--- src/rtl/instr_mem_loader.sv ---
// Instruction memory loader: streams words from a valid/ready source into a
// 32-entry register-file memory starting at a sampled origin, with wrap and abort.
module instr_mem_loader #(
    parameter int unsigned       DATA_W    = 16,
    parameter logic [DATA_W-1:0] INIT_WORD = '0
) (
    input  logic              clk,
    input  logic              reset_n,
    input  logic              load_start,
    input  logic [4:0]        load_origin,
    input  logic [5:0]        load_len,
    input  logic              load_abort,
    input  logic              s_valid,
    input  logic [DATA_W-1:0] s_data,
    output logic              s_ready,
    input  logic [4:0]        rd_addr,
    output logic [DATA_W-1:0] rd_data,
    output logic              busy,
    output logic              done,
    output logic              err,
    output logic [5:0]        wr_count
);

    // state | meaning
    // IDLE  | waiting for a legal load_start
    // LOAD  | accepting words from the stream
    // DONE  | one-cycle completion pulse
    typedef enum logic [1:0] {
        ST_IDLE = 2'd0,
        ST_LOAD = 2'd1,
        ST_DONE = 2'd2
    } state_t;

    state_t            r_state;
    state_t            w_state_nxt;
    logic [4:0]        r_wr_ptr;
    logic [5:0]        r_remaining;
    logic [5:0]        r_wr_count;
    logic              r_err;
    logic [DATA_W-1:0] r_mem [32];

    logic w_len_legal;
    logic w_xfer;
    logic w_start_ok;
    logic w_start_bad;

    assign w_len_legal = (load_len != 6'd0) && (load_len <= 6'd32);
    assign w_xfer      = s_valid && (r_state == ST_LOAD);
    assign w_start_ok  = (r_state == ST_IDLE) && load_start && w_len_legal;
    assign w_start_bad = (r_state == ST_IDLE) && load_start && !w_len_legal;

    always_ff @(posedge clk or negedge reset_n) begin
        if (!reset_n) begin
            r_state <= ST_IDLE;
        end else begin
            r_state <= w_state_nxt;
        end
    end

    // Abort takes priority over completion so an aborted load never pulses done.
    always_comb begin
        w_state_nxt = r_state;
        case (r_state)
            ST_IDLE: begin
                if (w_start_ok) begin
                    w_state_nxt = ST_LOAD;
                end
            end
            ST_LOAD: begin
                if (load_abort) begin
                    w_state_nxt = ST_IDLE;
                end else if (w_xfer && (r_remaining == 6'd1)) begin
                    w_state_nxt = ST_DONE;
                end
            end
            ST_DONE: begin
                w_state_nxt = ST_IDLE;
            end
            default: begin
                w_state_nxt = ST_IDLE;
            end
        endcase
    end

    always_ff @(posedge clk or negedge reset_n) begin
        if (!reset_n) begin
            r_wr_ptr    <= 5'd0;
            r_remaining <= 6'd0;
            r_wr_count  <= 6'd0;
            r_err       <= 1'b0;
        end else begin
            if (w_start_ok) begin
                r_wr_ptr    <= load_origin;
                r_remaining <= load_len;
                r_wr_count  <= 6'd0;
                r_err       <= 1'b0;
            end else if (w_start_bad) begin
                r_err <= 1'b1;
            end else if (w_xfer) begin
                r_wr_ptr    <= r_wr_ptr + 5'd1;
                r_remaining <= r_remaining - 6'd1;
                r_wr_count  <= r_wr_count + 6'd1;
            end
        end
    end

    always_ff @(posedge clk or negedge reset_n) begin
        if (!reset_n) begin
            for (int i = 0; i < 32; i++) begin
                r_mem[i] <= INIT_WORD;
            end
        end else if (w_xfer) begin
            r_mem[r_wr_ptr] <= s_data;
        end
    end

    assign rd_data  = r_mem[rd_addr];
    assign s_ready  = (r_state == ST_LOAD);
    assign busy     = (r_state == ST_LOAD);
    assign done     = (r_state == ST_DONE);
    assign err      = r_err;
    assign wr_count = r_wr_count;

endmodule
--- config.mk ---
export PLATFORM = sky130hd
export DESIGN_NAME = instr_mem_loader
export DESIGN_NICKNAME = d
export VERILOG_FILES = /design/src/rtl/instr_mem_loader.sv
export SDC_FILE = /design/constraint.sdc
export NUM_CORES = 1
export LEC_CHECK = 0
export BUFFER_PORTS_ARGS = -buffer_cell sky130_fd_sc_hd__buf_2
export CAP_MARGIN = 20
export CORE_MARGIN = 2
export CORE_UTILIZATION = 35
export DETAILED_ROUTE_END_ITERATION = 16
export GPL_TIMING_DRIVEN = 1
export HOLD_SLACK_MARGIN = 0.06
export PLACE_DENSITY = 0.47
export SKIP_CTS_REPAIR_TIMING = 1
export SLEW_MARGIN = 20
export SYNTH_ARGS = -nofsm -noshare
export SYNTH_HDL_FRONTEND = slang
export SYNTH_SLANG_ARGS = --single-unit
--- constraint.sdc ---
create_clock -name clk -period 3 [get_ports clk]
set_clock_uncertainty 0.2 [all_clocks]
set_input_delay 0.3 -clock clk [delete_from_list [all_inputs] [get_ports clk]]
set_output_delay 0.3 -clock clk [all_outputs]
set_load 0.01 [all_outputs]
==> results of run 1 <==
flip-flops by register name, summed over array words and instances, names as in the netlist:
register / flops
r_mem: 512
r_remaining: 6
wr_count: 6
r_wr_ptr: 5
r_state: 2
err: 1
cell usage after synthesis (all sizes together), types with 4 or more instances:
cell type and number:
xor2 4, nand4 19, nor3 21, a31oi 17
inv 7, clkbuf 89, a22oi 65, dfrtp 532
ha 7, nand2 65, mux2 512, nor2 35
and2 5, buf 70, a22o 33, nand3 44
mux2i 256, o21ai 7, a21oi 38
cell usage in the layout (no fill, tap or decap), drive strengths merged, types with 7 or more instances in the layout:
cell type,instances
dfrtp,532
nand4,19
o21ai,7
nor2,35
dlygate4sd3,15
clkinv,11
a22oi,65
nand2,65
a22o,33
nand3,44
mux2i,256
a21oi,38
buf,135
inv,9
ha,7
clkbuf,89
nor3,21
a31oi,17
mux2,512
stage by stage:
| step | total power [mW] | instance area [um2] |
|---|---|---|
| finish | 22.85 | 28580 |
| global route | 24.19 | 28580 |
| CTS | 23.15 | 28410 |
| detailed placement | 15.52 | 26400 |
| global placement | 15.26 | 26400 |
| floorplan | 14.07 | 24730 |
logic make-up (layout without fill, tap and decap cells):
group	Yosys count	in the layout	synth area share
AOI/OAI and AO/OA	168	168	0.04772
and+or+nand+nor	208	208	0.04160
adders and majority gates	7	7	0.003542
DFF	532	532	0.5384
xor gates and xnor gates	6	6	0.002125
buffers and inverters	166	265	0.02976
muxes	768	768	0.3368
power by group:
part	internal, mW	leakage [nW]	switching (mW)	total, mW
combinational	2.66	5.79	1.98	4.65
clock	4.47	0.995	3.02	7.49
sequential	9.52	7.19	1.19	10.7
how the worst max path moves through the flow:
stage,startpoint,end,slack (ns)
after floorplan,rd_addr[1],rd_data[0],0.86
final,rd_addr[0],rd_data[10],0.26
after global routing,r_mem[388],rd_data[4],0.19
after global placement,rd_addr[2],rd_data[10],0.30
after CTS,rd_addr[0],rd_data[10],0.22
after detailed placement,rd_addr[2],rd_data[10],0.23
worst register-to-register path: cells and delay by family (launching register included):
family | cells | cell delay (ns)
muxes | 1 | 0.47
and+or+nand+nor | 2 | 1.19
DFF | 1 | 0.53
cell type report:
type | instances | area, um2
flip-flops and latches | 532 | 13310
clock inverters | 19 | 252.7
multi-input cells | 1157 | 10720
inverters | 7 | 26.28
well taps | 940 | 1176
clock buffers | 89 | 1760
repair buffers | 150 | 1329
fillers | 6613 | 41450
routing by layer:
layer / GRT usage / up-vias / wire (um)
li1: - / 6857 / -
met3: 0.02480 / 74 / 2029
met4: 0.04181 / 2 / 1149
met2: 0.3114 / 216 / 32480
met5: 0 / - / 11
met1: 0.2571 / 8170 / 32020
==> impl_metrics.csv, run 1 <==
group,metric,value,unit
cts,htree_levels,2,
detailed_routing,first_pass_iters,5,
logic_synthesis,async_flop_share,1.000,
logic_synthesis,ys_seq_elements,532,
sta,finalHoldViolCount,0,
sta,finalCriticalPeriod,2.743,ns
sta,finalSetupViolCount,0,
power_and_ir_drop,vdd_drop_max,0.0005179,V
logic_synthesis,synthTopCellsByArea,"dfrtp_1 (54%), mux2_2 (23%), mux2i_1 (10%), a22oi_1 (2.0%), clkbuf_1 (1.3%)",
detailed_routing,drt-initial-drc-count,784,
critical_path,crit_family,"simple AND/OR/NAND/NOR gates",
sta,maxSlewHeadroom,0.5275,
detailed_routing,ant_nets,0,
critical_path,cp_max_fo,16,
critical_path,regToRegStartpoint,"r_wr_ptr[3]",
die,io_pins,63,
critical_path,slowest_stage,"and2_2",
critical_path,crit_path_start_kind,"input port",
logic_synthesis,synth_area,24720,um2
grt,overflow,0,
cts,cts-buffers-inserted,60,
sta,worst_pin_slew,0.7062,ns
die,rows,97,
die,start_util,0.3531,
logic_synthesis,avgSynthCellArea,13.33,um2
grt,antenna_found_initial,2,
logic_synthesis,synth_edf_count,0,
cells_and_area,stdcell_count,2894,
critical_path,cp.depth,8,
detailed_routing,routed_via_density,5.293,
logic_synthesis,ys.flop_type,"dfrtp_1",
power_and_ir_drop,p_leak,13.98,nW
place,place.gp.congestion,0.7528,
critical_path,cp-end-kind,"primary output",
detailed_routing,wl_per_cell,23.39,um
logic_synthesis,ys_warn_count,0,
critical_path,crit_type,"in -> out",
sta,worst_slack,0.2572,ns
cells_and_area,diodes,0,
critical_path,slowest_delay,0.51,ns
status,status,"finished, final reports clean",
logic_synthesis,yosysSeqAreaShare,0.5384,
sta,grt_setup_unrepaired,"false",
cells_and_area,final_util,0.4081,
sta,finalHoldWorstSlack,0.08929,ns
cells_and_area,drive_gt1_frac,0.3961,
logic_synthesis,synth_nets,1899,
grt,first_global_vias,16295,
detailed_routing,totalWireLength,67690,um
die,fp.coreArea,70030,um2
sta,period_share,0.9143,
flow_run,drv_cap,0,
critical_path,crit_top_cell,"buf_2",
critical_path,r2r_end,"r_mem[379]",
sta,fmax,364.6,MHz
cts,cts_tree,"yes",
cts,path_clk_slew,0.06,ns
logic_synthesis,netlist.area_leader.share,0.5384,
critical_path,r2r_setup_slack,0.49,ns
grt,grt_max_degree,119,
place,io_buffers,62,
cts,cts.path.max_buffers,3,
worst_hold_path,worstHoldPathType,"in -> async",
cts,cts.sinks,532,
logic_synthesis,syn_inst,1855,
critical_path,worstPathCellList,"buf_2 > and2_2 > buf_12 > a22o_1 > nor3_1 > a31oi_1 > nand3_1 > buf_2",
grt,grtUsageTotal,0.1861,
logic_synthesis,ys_types,43,
place,placed_cells,2770,
place,post-place-ws,0.2262,ns
power_and_ir_drop,power_density,799.5,nW/um2
sta,setup_tns,0,ns
detailed_routing,vias,15319,
cts,clk_latency,0.63,ns
critical_path,required,2.50,ns
grt,grt_pass1_wl,104100,um
critical_path,cp.arrival,2.24,ns
place,hpwlAfterDp,41530,um
logic_synthesis,yosys.area.top_type,"dfrtp_1",
die,die_y,269.8,um
cells_and_area,syn_to_final_growth,15.59,%
critical_path,critPathBufInv,3,
die,die_area,72780,um2
cells_and_area,fin_nets,1952,
critical_path,reg2reg_depth,3,
sta,drv_slew,0,
die,die_width,269.8,um
detailed_routing,remaining_drc_errors,0,
cts,cts_root_buf,"clkbuf_16",
(Power assumes the default switching activity.)
==> run 2: changes to the inputs <==
--- a/config.mk
+++ b/config.mk
@@ -12,7 +12,7 @@
 export DETAILED_ROUTE_END_ITERATION = 16
 export GPL_TIMING_DRIVEN = 1
 export HOLD_SLACK_MARGIN = 0.06
-export PLACE_DENSITY = 0.47
+export PLACE_DENSITY_LB_ADDON = 0.1
 export SKIP_CTS_REPAIR_TIMING = 1
 export SLEW_MARGIN = 20
 export SYNTH_ARGS = -nofsm -noshare
==> constraint.sdc (replaced) <==
create_clock -name clk -period 3 [get_ports clk]
set_clock_uncertainty 0.2 [all_clocks]
set_input_delay 0.45 -clock clk [delete_from_list [all_inputs] [get_ports clk]]
set_output_delay 0.45 -clock clk [all_outputs]
set_load 0.01 [all_outputs]
==> run 2 against run 1 <==
- global-route usage down 0.097 points
- setup slack got worse by 0.11 ns
- fmax down 3.9%
- combinational power barely moved
- sequential power is essentially flat
- cell count up 0.66%
- count of clock-buffer cells in the layout grew 15
==> impl_metrics.csv, run 2 (synthesis gave the netlist of run 1 again) <==
group,metric,value,unit
cells_and_area,layout_common_cells,"dfrtp_1 (532), mux2_2 (512), mux2i_1 (256)",
cells_and_area,diodes,0,
critical_path,required,2.35,ns
place,place_area,26570,um2
detailed_routing,routed_via_density,5.257,
cells_and_area,largest_reg_flops,512,
detailed_routing,drt-initial-drc-count,756,
power_and_ir_drop,finalPower,23.73,mW
sta,finalHoldWorstSlack,0.1776,ns
place,placed_cells,2785,
critical_path,crit_path_start_kind,"input port",
cts,cts_root_buf,"clkbuf_16",
sta,worst_slack,0.1474,ns
die,rows,97,
cts,cts-buffers-inserted,66,
critical_path,slowest_stage,"buf_4",
sta,setup_tns,0,ns
detailed_routing,wl_per_cell,22.93,um
cts,cts_tree,"yes",
cells_and_area,fin_nets,1970,
status,status,"finished, final reports clean",
die,fp.coreArea,70030,um2
critical_path,r2r_end,"r_mem[429]",
sta,finalSetupViolCount,0,
sta,period_share,0.9509,
grt,antenna_found_initial,0,
die,io_pins,63,
critical_path,crit_type,"in -> out",
detailed_routing,totalWireLength,66810,um
critical_path,critPathBufInv,4,
sta,maxSlewHeadroom,0.5214,
flow_run,drv_cap,0,
critical_path,crit_end,"rd_data[1]",
cts,cts.sinks,532,
place,post-place-ws,0.1302,ns
sta,worst_pin_slew,0.7179,ns
cts,clk_latency,0.60,ns
critical_path,cp.depth,8,
critical_path,slowest_delay,0.34,ns
critical_path,crit_family,"buffers and inverters",
cells_and_area,final_area,29010,um2
detailed_routing,remaining_drc_errors,0,
critical_path,regToRegStartpoint,"r_wr_ptr[2]",
critical_path,worstPathCellList,"buf_2 > and2_2 > buf_12 > buf_4 > a21oi_1 > a31oi_1 > nand3_1 > buf_2",
cts,htree_levels,3,
grt,overflow,0,
critical_path,reg2reg_depth,4,
sta,drv_slew,0,
worst_hold_path,worstHoldPathType,"in -> async",
die,die_area,72780,um2
cells_and_area,drive_gt1_frac,0.4045,
sta,finalHoldViolCount,0,
cells_and_area,stdcell_count,2913,
critical_path,cp_max_fo,21,
cells_and_area,layout_commonest_cell,"dfrtp_1",
critical_path,r2r_setup_slack,0.43,ns
die,die_y,269.8,um
cts,cts.path.max_buffers,3,
place,hpwlAfterDp,41820,um
cts,path_clk_slew,0.06,ns
power_and_ir_drop,power_density,817.9,nW/um2
critical_path,cp.arrival,2.20,ns
sta,grt_setup_unrepaired,"false",
cells_and_area,fillers,6673,
place,place.gp.congestion,0.7346,
die,start_util,0.3531,
critical_path,crit_top_cell,"buf_2",
grt,first_global_vias,16409,
detailed_routing,ant_nets,0,
detailed_routing,first_pass_iters,5,
cells_and_area,final_util,0.4143,
cells_and_area,syn_to_final_growth,17.33,%
detailed_routing,vias,15313,
critical_path,critPathLaunch,"rd_addr[2]",
power_and_ir_drop,p_leak,14.19,nW
sta,fmax,350.6,MHz
critical_path,cp-end-kind,"primary output",
grt,grtUsageTotal,0.1851,
die,die_width,269.8,um
sta,finalCriticalPeriod,2.853,ns
cells_and_area,regMostFlops,"r_mem",
power_and_ir_drop,vdd_drop_max,0.0003181,V
grt,grt_pass1_wl,103200,um
place,io_buffers,62,
grt,grt_max_degree,89,
-- run 2: changes by cell type in the layout (fill, tap and decap cells not counted), moves of 2 or more --
cell | before | now
clkinv_2 | 10 | 4
buf_12 | 24 | 27
clkbuf_16 | 60 | 73
nor2_2 | 10 | 14
nor2_1 | 24 | 20
dlygate4sd3_1 | 15 | 13
buf_4 | 49 | 60
-- run 2: worst min path at each step --
stage / from / end / slack (ns)
6_report: reset_n / r_mem[74] / 0.18
5_1_grt: reset_n / r_mem[106] / 0.20
4_1_cts: reset_n / r_mem[74] / -0.41
3_5_place_dp: reset_n / r_mem[74] / 0.22
3_3_place_gp: reset_n / r_mem[74] / 0.23
2_1_floorplan: reset_n / err / -0.05
-- run 2: power breakdown --
part / internal, mW / leakage [nW] / switching (mW)
combinational: 2.67 / 5.86 / 1.99
clock: 5.31 / 1.13 / 3.04
sequential: 9.53 / 7.19 / 1.19
total: 17.5 / 14.2 / 6.22
-- run 2: worst register-to-register path, delay by kind of cell (launching register included) --
family	cells	cell delay, ns
buf+inv	1	0.16
flops	1	0.54
mux	1	0.45
simple gates	2	1.08
-- run 2: final cells by class --
type | count | area [um2] | area share
flip-flops and latches | 532 | 13310 | 0.4589
multi-input cells | 1157 | 10730 | 0.3700
clock buffers | 104 | 2103 | 0.07250
repair buffers | 162 | 1451 | 0.05003
well taps | 940 | 1176 | 0.04054
clock inverters | 11 | 207.7 | 0.007159
inverters | 7 | 26.28 | 0.0009057
-- run 2: layer usage --
metal  track usage  vias up  part of all wire
met4       0.04795        0             0.021
met1        0.2575     8117              0.48
met3       0.02836       93             0.025
met2        0.3020      196              0.47
li1              -     6907                 -
met5             0        -                 0
==> run 3: changes to the inputs <==
==> constraint.sdc (replaced) <==
create_clock -name clk -period 3.2 [get_ports clk]
set_clock_uncertainty 0.2 [all_clocks]
set_input_delay 0.48 -clock clk [delete_from_list [all_inputs] [get_ports clk]]
set_output_delay 0.48 -clock clk [all_outputs]
set_load 0.01 [all_outputs]
==> run 3 against run 2 <==
- utilization down 0.34 points
- sequential share of layout area up 0.38 points
- power down 8.3%
- setup slack worse by 0.015 ns
- critical path depth up 1
- cell area down 0.81%
- clock power down 13%
- largest cell class unchanged
- count of clock-buffer cells in the layout down 18
==> impl_metrics.csv, run 3 (synthesis gave the netlist of run 1 again) <==
group,metric,value,unit
cells_and_area,diodes,0,
cells_and_area,regMostFlops,"r_mem",
cells_and_area,fin_nets,1965,
die,die_y,269.8,um
worst_hold_path,hp-start,"load_start",
cells_and_area,drive_gt1_frac,0.4049,
critical_path,critPathLaunch,"rd_addr[1]",
cells_and_area,syn_to_final_growth,16.38,%
detailed_routing,first_pass_iters,5,
critical_path,crit_path_start_kind,"input port",
power_and_ir_drop,p_int,15.88,mW
sta,finalHoldWorstSlack,0.1354,ns
critical_path,slowest_stage,"mux2i_1",
die,io_pins,63,
sta,finalHoldViolCount,0,
worst_hold_path,holdPathEnd,"err",
critical_path,cp_max_fo,31,
power_and_ir_drop,clkPwrFrac,0.333,
power_and_ir_drop,p_sw_frac,0.2696,
die,rows,97,
sta,drv_slew,0,
cells_and_area,final_area,28780,um2
place,io_buffers,62,
cts,htree_levels,2,
cts,clk_latency,0.62,ns
flow_run,drv_cap,0,
sta,finalSetupViolCount,0,
sta,worst_pin_slew,0.7262,ns
detailed_routing,vias,15261,
sta,maxSlewHeadroom,0.5141,
worst_hold_path,worstHoldPathType,"in -> reg",
cts,cts.sinks,532,
cells_and_area,largest_reg_flops,512,
sta,grt_setup_unrepaired,"false",
critical_path,critPathBufInv,4,
power_and_ir_drop,finalPower,21.75,mW
detailed_routing,totalWireLength,66180,um
place,place_area,26560,um2
status,status,"finished, final reports clean",
critical_path,r2r_end,"r_mem[249]",
worst_hold_path,worstHoldPathCells,4,
power_and_ir_drop,power_density,755.8,nW/um2
detailed_routing,routed_via_density,5.252,
power_and_ir_drop,vdd_drop_max,0.0003995,V
grt,first_global_vias,16293,
die,die_area,72780,um2
die,start_util,0.3531,
cts,cts_root_buf,"clkbuf_16",
critical_path,cp-end-kind,"primary output",
detailed_routing,remaining_drc_errors,0,
sta,setup_tns,0,ns
critical_path,slowest_delay,0.40,ns
cells_and_area,stdcell_count,2906,
critical_path,cp.arrival,2.39,ns
grt,grt_max_degree,77,
critical_path,crit_family,"buffers and inverters",
sta,fmax,326.0,MHz
critical_path,reg2reg_depth,3,
critical_path,crit_type,"in -> out",
detailed_routing,drt-initial-drc-count,802,
critical_path,required,2.52,ns
cts,cts-buffers-inserted,60,
place,placed_cells,2786,
critical_path,regToRegStartpoint,"r_wr_ptr[2]",
power_and_ir_drop,combPwrFrac,0.206,
critical_path,r2r_setup_slack,0.62,ns
cells_and_area,layout_common_cells,"dfrtp_1 (532), mux2_2 (512), mux2i_1 (256)",
grt,grt_pass1_wl,102400,um
cells_and_area,layout_commonest_cell,"dfrtp_1",
grt,antenna_found_initial,1,
cts,path_clk_slew,0.06,ns
detailed_routing,ant_nets,0,
critical_path,worstPathCellList,"buf_8 > buf_12 > mux2i_1 > a22o_1 > nor3_1 > buf_4 > a31oi_1 > nand3_1 > buf_2",
cts,cts_tree,"yes",
detailed_routing,wl_per_cell,22.77,um
die,die_width,269.8,um
cts,cts.path.max_buffers,3,
grt,overflow,0,
place,hpwlAfterDp,42890,um
sta,period_share,0.9585,
grt,grtUsageTotal,0.1829,
power_and_ir_drop,switchingPower,5.864,mW
power_and_ir_drop,p_seq_frac,0.461,
place,place.gp.congestion,0.7724,
power_and_ir_drop,p_leak,14.08,nW
sta,finalCriticalPeriod,3.067,ns
die,fp.coreArea,70030,um2
[run 3: worst max-delay path by stage]
stage	to	slack, ns	cells past startpoint
after CTS	rd_data[1]	0.09	9
after floorplan	rd_data[0]	0.70	8
after global placement	rd_data[1]	0.03	9
final	rd_data[1]	0.13	9
after global routing	rd_data[1]	0.08	9
after detailed placement	rd_data[1]	0.1	9
[run 3: cell type report]
| class | count | area (um2) |
|---|---|---|
| fill | 6624 | 41250 |
| sequential | 532 | 13310 |
| multi-input combinational | 1157 | 10730 |
| clock buffer | 86 | 1770 |
| timing repair buffer | 163 | 1446 |
| tap | 940 | 1176 |
| clock inverter | 21 | 310.3 |
| inverter | 7 | 26.28 |
[run 3: power groups by stage]
stage / logic, mW / clock network [mW] / registers [mW]
floorplan: 3.39 / 0 / 9.80
global placement: 4.43 / 0 / 10.0
detailed placement: 4.54 / 0 / 10.1
CTS: 4.55 / 7.46 / 10.0
global route: 4.94 / 7.76 / 10.3
finish: 4.47 / 7.25 / 10.0
[run 3: worst reg2reg max path, cell delays in order (launching register included)]
cell and delay, ns:
dfrtp_1 0.49, nor3b_1 0.66, nand2_2 0.62, mux2_2 0.48
[run 3: through the flow]
stage | utilization | worst slack [ns]
final | 0.4109 | 0.1328
after global routing | 0.4109 | 0.07924
after CTS | 0.4090 | 0.09331
after detailed placement | 0.3793 | 0.09530
after global placement | 0.3793 | 0.02609
after floorplan | - | 0.6985
[run 3: metal layers]
layer | wire (um) | vias to the layer above | share of wire | GRT usage
li1 | - | 6882 | - | -
met1 | 31460 | 8095 | 0.48 | 0.2558
met2 | 31520 | 188 | 0.48 | 0.2996
met3 | 1721 | 94 | 0.026 | 0.02409
met4 | 1476 | 2 | 0.022 | 0.04737
met5 | 8 | - | 0.00012 | 0
